==> config.mk <==
export PLATFORM = sky130hd
export DESIGN_NAME = dm_port_arbiter
export DESIGN_NICKNAME = d
export VERILOG_FILES = /design/src/rtl/dm_port_arbiter.sv
export SDC_FILE = /design/constraint.sdc
export NUM_CORES = 1
export LEC_CHECK = 0
export CELL_PAD_IN_SITES_DETAIL_PLACEMENT = 2
export CELL_PAD_IN_SITES_GLOBAL_PLACEMENT = 2
export CORE_AREA = 2 2 105 183
export DETAILED_ROUTE_END_ITERATION = 6
export DIE_AREA = 0 0 107 185
export PLACE_DENSITY = 0.95
export SLEW_MARGIN = 20
export SYNTH_ARGS = -nofsm -noshare
export SYNTH_HDL_FRONTEND = slang
export SYNTH_SLANG_ARGS = --single-unit
==> constraint.sdc <==
create_clock -name clk -period 2.9 [get_ports clk]
set_clock_uncertainty 0.2 [all_clocks]
set_input_delay 0.58 -clock clk [delete_from_list [all_inputs] [get_ports clk]]
set_output_delay 0.58 -clock clk [all_outputs]
set_load 0.02 [all_outputs]
==> src/rtl/dm_port_arbiter.sv <==
// dm_port_arbiter: shares the single-port data memory between the CPU MEM stage (M0) and the
// DMA/debug port (M1). Registered round-robin arbitration with an optional, length-bounded bus
// lock for bursts.
//
// Ports:
//   clk, rst_n                 clock, asynchronous active-low reset
//   mX_req/wr/addr/be/wdata    requester X access (X = 0, 1); req held until ack
//   mX_lock                    requester X wants to keep ownership after this access
//   mX_ack, mX_rdata           access performed this cycle; read word (0 when no ack)
//   dm_wr/addr/be/din          data memory drive
//   dm_dout                    data memory read word (combinational)
//   cpu_stall                  M0 requesting but not acknowledged
//   owner                      debug state code: 00 idle, 01 M0, 10 M1
module dm_port_arbiter #(
    parameter int unsigned LOCK_MAX = 8,
    parameter int unsigned CNT_W    = 8
) (
    input  logic        clk,
    input  logic        rst_n,

    input  logic        m0_req,
    input  logic        m0_wr,
    input  logic [31:0] m0_addr,
    input  logic [3:0]  m0_be,
    input  logic [31:0] m0_wdata,
    input  logic        m0_lock,
    output logic        m0_ack,
    output logic [31:0] m0_rdata,

    input  logic        m1_req,
    input  logic        m1_wr,
    input  logic [31:0] m1_addr,
    input  logic [3:0]  m1_be,
    input  logic [31:0] m1_wdata,
    input  logic        m1_lock,
    output logic        m1_ack,
    output logic [31:0] m1_rdata,

    output logic        dm_wr,
    output logic [31:0] dm_addr,
    output logic [3:0]  dm_be,
    output logic [31:0] dm_din,
    input  logic [31:0] dm_dout,

    output logic        cpu_stall,
    output logic [1:0]  owner
);

    // Encoding doubles as the debug owner code.
    typedef enum logic [1:0] {
        StIdle = 2'b00,
        StOwn0 = 2'b01,
        StOwn1 = 2'b10
    } state_e;

    localparam logic [CNT_W-1:0] LockLast = CNT_W'(LOCK_MAX - 1);

    state_e           state;
    logic             rr_ptr;    // last owner: 0 = M0, 1 = M1
    logic [CNT_W-1:0] lock_cnt;

    // Current owner's request/lock and the other master's request, so the two
    // ownership states share one set of transition rules.
    logic cur_req;
    logic cur_lock;
    logic oth_req;

    always_comb begin
        cur_req  = 1'b0;
        cur_lock = 1'b0;
        oth_req  = 1'b0;
        unique case (state)
            StOwn0: begin
                cur_req  = m0_req;
                cur_lock = m0_lock;
                oth_req  = m1_req;
            end
            StOwn1: begin
                cur_req  = m1_req;
                cur_lock = m1_lock;
                oth_req  = m0_req;
            end
            default: ;
        endcase
    end

    always_ff @(posedge clk or negedge rst_n) begin
        if (!rst_n) begin
            state    <= StIdle;
            rr_ptr   <= 1'b1;
            lock_cnt <= '0;
        end else begin
            unique case (state)
                StIdle: begin
                    lock_cnt <= '0;
                    // On a tie the master that did not own last wins.
                    if (m0_req && (!m1_req || rr_ptr)) begin
                        state  <= StOwn0;
                        rr_ptr <= 1'b0;
                    end else if (m1_req) begin
                        state  <= StOwn1;
                        rr_ptr <= 1'b1;
                    end
                end
                StOwn0, StOwn1: begin
                    if (cur_req && cur_lock && (lock_cnt < LockLast)) begin
                        lock_cnt <= lock_cnt + 1'b1;
                    end else begin
                        // Lock absent or expired: hand over directly if the other side waits.
                        lock_cnt <= '0;
                        if (oth_req) begin
                            if (state == StOwn0) begin
                                state  <= StOwn1;
                                rr_ptr <= 1'b1;
                            end else begin
                                state  <= StOwn0;
                                rr_ptr <= 1'b0;
                            end
                        end else if (!cur_req) begin
                            state <= StIdle;
                        end
                    end
                end
                default: begin
                    state    <= StIdle;
                    lock_cnt <= '0;
                end
            endcase
        end
    end

    // Memory drive and acks depend only on the registered owner, never on req in idle.
    always_comb begin
        dm_wr   = 1'b0;
        dm_addr = '0;
        dm_be   = '0;
        dm_din  = '0;
        m0_ack  = 1'b0;
        m1_ack  = 1'b0;
        unique case (state)
            StOwn0: begin
                dm_wr   = m0_wr & m0_req;
                dm_addr = m0_addr;
                dm_be   = m0_be;
                dm_din  = m0_wdata;
                m0_ack  = m0_req;
            end
            StOwn1: begin
                dm_wr   = m1_wr & m1_req;
                dm_addr = m1_addr;
                dm_be   = m1_be;
                dm_din  = m1_wdata;
                m1_ack  = m1_req;
            end
            default: ;
        endcase
    end

    assign m0_rdata  = m0_ack ? dm_dout : 32'h0;
    assign m1_rdata  = m1_ack ? dm_dout : 32'h0;
    assign cpu_stall = m0_req & ~m0_ack;
    assign owner     = state;

endmodule

After elaboration in Yosys (flattened, before gate mapping)
Index checks and enable logic that the tools add are counted.

Equality and inequality tests: 6. Reduce and logical (&&, ||, !) cells: 10. $add $sub $neg: 1. Order comparisons: 1. Mux-type cells: 26. Bitwise logic cells: 4.

Operator list (count): 32-bit one-hot mux with 2 select lines (2); 32-bit two-way mux (2); 8-bit two-way mux (2); 2-bit two-way mux (6); 1-bit one-hot mux with 2 select lines (5); 8-bit by 1-bit adder with 8-bit output, second input constant (1); 8-bit by 3-bit < comparator with 1-bit output, second input constant (1); 4-bit one-hot mux with 2 select lines (1); 1-bit two-way mux (7); 3-bit != test, second input constant (2); 2-bit != test, second input constant (2); 2-bit one-hot mux with 2 select lines (1); 4-bit AND reduction (1); 1-bit AND (3); 1-bit logical AND (3); 3-bit AND reduction (1); 2-bit by 1-bit == test with 1-bit output, second input constant (1); 2-bit == test, second input constant (1); 2-bit logical NOT (1); 2-bit nonzero test (1); 2-bit OR reduction (1); 1-bit logical NOT (1); 1-bit logical OR (1); 1-bit inverter (1).

Output and inout port bits: 138. Logic and storage cells: 51. Bits in registers: 11. Input port bits: 176.

Longest topological paths before layout
Gate-level depths: netlist (run 1).

Word-level depth: 6. Gate-level depth with buffers: 8. Depth with buffers taken out: 6.

Worst setup path after synthesis (run 1)
No wires, ideal clock.

Path type: reg-to-output. From: register state[0] (netlist: owner[0]). To: output dm_addr[10]. Stages on the path, launching flop included: 9. Path slack: 272 ps. Required time: 2120 ps. Buffers on the path: 4. Data arrival time: 1848 ps. Path through: dfrtp_1 -> inv_1 -> ha_1 -> buf_2 -> and2_1 -> buf_2 -> buf_6 -> buf_4 -> a22o_1.

Word-level cells in the longest chain between the ends: 2. Elaborated cells between the ends (all ways): 3. Classes of those cells: eq/ne (2); mux (1).

RTL lines: start: declaration (line 58) `state_e state;`; start signal: assignment (line 89) `state <= StIdle;`; start signal: assignment (line 98) `state <= StOwn0;`; start signal: assignment (line 101) `state <= StOwn1;`; 2-bit == test / 2-bit by 1-bit == test with 1-bit output (equally long branches) (line 140) `unique case (state)`; 32-bit one-hot mux with 2 select lines (*) (line 140); end: declaration (line 40) `output logic [31:0] dm_addr,`.

Every way passes the cells marked *; elsewhere a longest branch is shown, timed or not.

Worst setup path after layout (run 1)
From: input m1_req. To: output m1_rdata[2].

Word-level cells in the longest chain between the ends: 2.

RTL lines: start: declaration (line 30) `input logic m1_req,`; 1-bit two-way mux (line 140); 32-bit two-way mux (line 160) `assign m1_rdata = m1_ack ? dm_dout : 32'h0;`; end: declaration (line 37) `output logic [31:0] m1_rdata,`.

Every way passes these cells.

==> key figures, run 1 <==
Synthesis
  • Mapped Area: 0.00180 mm2
  • Post-Synthesis Cells: 228
  • Synth top area cells: a22o_1 (34%), and3_1 (21%), dfrtp_1 (14%)
  • Post-synth cell types: 33
  • Mapped Avg Cell Area: between 7 and 8 um2
  • Number of enable flip-flop cells after synthesis: 0
  • Synth warn: 0
  • Post-synthesis register bit count: 11
  • Yosys top cell area share: roughly 34%
  • Post-synth top cells: a22o_1 (70), and3_1 (62), buf_2 (13), clkbuf_1 (13), dfrtp_1 (10)
  • Register area share after synthesis: ~15%
  • Count leader, synth: a22o_1
  • Yosys top cell by area: a22o_1
  • Fraction of registers with async set or reset after synthesis: 100%
  • Top FF cell, synth: dfrtp_1

Clock network
  • Root Buffer: clkbuf_16
  • TritonCTS clock tree: yes
  • Sink Count: 11
  • Hold buffer count at CTS: 0
  • Deepest clock path buffer count: 2
  • Worst-path clk slew: 40 ps
  • Clock latency on the worst-skew pair: 240 ps
  • Num CTS Buffers: 3
  • H-tree levels: 1

Critical path
  • Worst path bufs/invs: 3
  • Critical R2R Launch: owner[1]$_DFFE_PN0P_
  • CP top delay family: buffers and inverters
  • Most frequent cell on the critical path: clkdlybuf4s50_1
  • Max FO, Critical Path: 20
  • CP cell instances: clkdlybuf4s50_1, buf_12, and3_1, clkdlybuf4s50_1
  • Slowest-stage cell, CP: clkdlybuf4s50_1
  • CP Capture Type: output pin
  • CP max stage delay: 610 ps
  • WP data arrival: between 2000 and 2500 ps
  • Worst R2R Setup Slack: approximately 660 ps
  • Required time of the critical path: between 2000 and 2500 ps
  • Critical path launch point type: input pin
  • Cells on worst reg2reg path: 7
  • Capturing point of the worst reg2reg path: owner[1]$_DFFE_PN0P_
  • WS Path Type: input pin to output pin

Pwr
  • NetSw: ~0.0013 W
  • Sequential Power Share: approximately 7.1%
  • Logic pwr share: 83.6%
  • VDD IR max: roughly 0.16 mV
  • P per Cell Area: between 500 and 600 mW/mm2
  • LEAKAGE: 3.28 nW
  • Sw Ratio: 48.1%
  • Total power: ~0.0027 W
  • Pint: between 0.001 and 0.0015 W
  • Clock Power Share: 9.2%

Route
  • First drt pass iteration count: 4
  • Detailed Route Iter0 Violations: ~110
  • Vias: roughly 3300
  • WL final: ~16000 um
  • Routed len/inst: roughly 20 um
  • Vias/cell: ~4.2
  • DRC viols: 0
  • Antenna Violating Nets Remaining: 0

Global route
  • Largest net degree at the start of global routing: 38
  • Total GRT Usage: approximately 15%
  • GRT overflow: 0
  • First-pass GRT wire length: ~22000 um
  • Number of global-route vias before repair: 3523
  • Initial antenna violation count: 11

Worst hold path
  • Hold path start: lock_cnt[0]$_DFF_PN0_
  • Hold Crit Depth: 1
  • Worst min path class: register to register
  • Min-Delay Endpoint: lock_cnt[0]$_DFF_PN0_

STA
  • Setup WS post-layout: roughly 54 ps
  • Final period util: between 90% and 100%
  • Slew Viols, Final: 0
  • Slew headroom: 66.8%
  • Worst Tran Pin Value: around 500 ps
  • Final setup violating endpoints: 0
  • Crit path time final: roughly 2800 ps
  • Fmax: 351 MHz
  • Hold Fails Final Rpt: 0
  • Fin Hold WS: between 200 and 300 ps

Outcome
  • Status: complete, no violations

Place
  • HPWL after detailed placement: about 13000 um
  • DP Cell Count: about 760
  • GPL Wtd Cong: 0.786
  • Dpl ws: -5.85 ps
  • Count of input and output buffers: around 310

Die
  • Die Area: a little under 0.02 mm2
  • Die width: 107 um
  • Initial core utilization: 9.80%
  • Core Rows: 66
  • Core area: between 0.015 and 0.02 mm2
  • I/O pin count: ~310
  • Chip height: ~190 um

Layout
  • Synth-to-Final Area Change: 197%
  • Share of layout cells above drive strength 1: around 5.5%
  • Final Non-Filler Cells: ~770
  • Layout Nets: between 700 and 800
  • # fillers: just over 2000

Run
  • Max-Cap Viols: 0
-- placed cells by master (no fill, tap or decap), types with 5 or more instances in the layout --
cell             Yosys  layout
a22o_1              70      70
ha_1                 5       5
clkdlybuf4s50_1      0     196
dlygate4sd2_1        0      70
buf_4                2      10
and3_1              62      62
nor2_1               5       5
dfrtp_1             10      10
o21ai_0              5       5
buf_12               0       6
diode_2              0       5
dlymetal6s2s_1       0      43
-- worst reg2reg max path, cell delays in order (launching register included) --
cell and delay [ps]:
dfrtp_1 380, buf_4 160, ha_1 210, buf_6 190, a22o_1 290, a31o_1 270, o2bb2ai_1 160, a22o_1 260
-- repair_timing --
action / 4_1_cts / 5_1_grt
resized for setup: 70 / 45
buffers inserted: 0 / 0
endpoints found under the setup margin: 70 / 62
-- how the worst max path moves through the flow --
stage | start | end | slack [ps] | depth (start not counted)
2_1_floorplan | owner[0]$_DFFE_PN0P_ | dm_addr[10] | 270 | 8
3_3_place_gp | m0_req | m0_rdata[13] | 30 | 4
3_5_place_dp | m0_req | m0_rdata[7] | -6 | 4
4_1_cts | m1_req | m1_rdata[21] | 7 | 4
5_1_grt | m1_req | m1_rdata[6] | -2 | 4
6_report | m1_req | m1_rdata[2] | 50 | 4
-- layer usage --
layer	track usage [%]	vias up	part of all wire, %	wire [um]
met5	0	-	0.46	71
met4	2.29	12	0.87	136
met3	8.34	19	15	2390
met2	27.2	236	49	7660
met1	14.6	1508	34	5310
li1	-	1486	-	-
-- stage by stage --
step / utilization [%] / area (um2) / TNS [ps]
global route: 29.0 / 5340 / -3.04
global placement: 28.4 / 5230 / 0
finish: 29.1 / 5350 / 0
CTS: 28.4 / 5220 / 0
floorplan: - / 1820 / 0
detailed placement: 28.4 / 5230 / -11.7
-- registers in the layout, summed over array words and instances (netlist names) --
name,flops
owner,2
rr_ptr,1
lock_cnt,8
-- cell families (layout without fill, tap and decap cells) --
| family | after synthesis | count (layout) | share of synthesized area (%) |
|---|---|---|---|
| compound gates | 84 | 84 | 39.1 |
| xor+xnor | 2 | 2 | 0.971 |
| simple gates | 86 | 86 | 28.7 |
| other cells | 1 | 9 | 0.208 |
| flops | 11 | 11 | 15.3 |
| mux | 2 | 2 | 1.11 |
| buf+inv | 37 | 335 | 11.1 |
| fa+ha+maj | 5 | 5 | 3.47 |
-- power by group through the flow --
stage	clock, W	combinational [W]	sequential, W
2_1_floorplan	0	0.00125	0.000212
3_3_place_gp	0	0.00246	0.000195
3_5_place_dp	0	0.00251	0.000199
4_1_cts	0.000258	0.00232	0.000197
5_1_grt	0.000267	0.00245	0.000199
6_report	0.000253	0.00229	0.000196
-- area by class of cell --
| cell class | count | area, um2 | area share [%] |
|---|---|---|---|
| antenna | 5 | 12.5 | 0.234 |
| clock buffer | 4 | 78.8 | 1.47 |
| inverter | 4 | 15.0 | 0.281 |
| multi-input combinational | 183 | 1340 | 25.0 |
| sequential | 11 | 277 | 5.17 |
| tap | 238 | 298 | 5.56 |
| timing repair buffer | 327 | 3330 | 62.2 |
No activity file was read; power rests on OpenSTA's default activity.
==> inputs of run 2 (changes only) <==
Settings changed: CTS_CLUSTER_SIZE set to 24, SKIP_LAST_GASP set to 1, SLEW_MARGIN 20 to not set.
==> results of run 2 <==
Final layout, timing and power as in run 1 (identical DEF).
==> inputs of run 3 (changes only) <==
Settings changed: GPL_ROUTABILITY_DRIVEN set to 0.
==> results of run 3 <==
Final layout, timing and power as in run 1 (identical DEF).
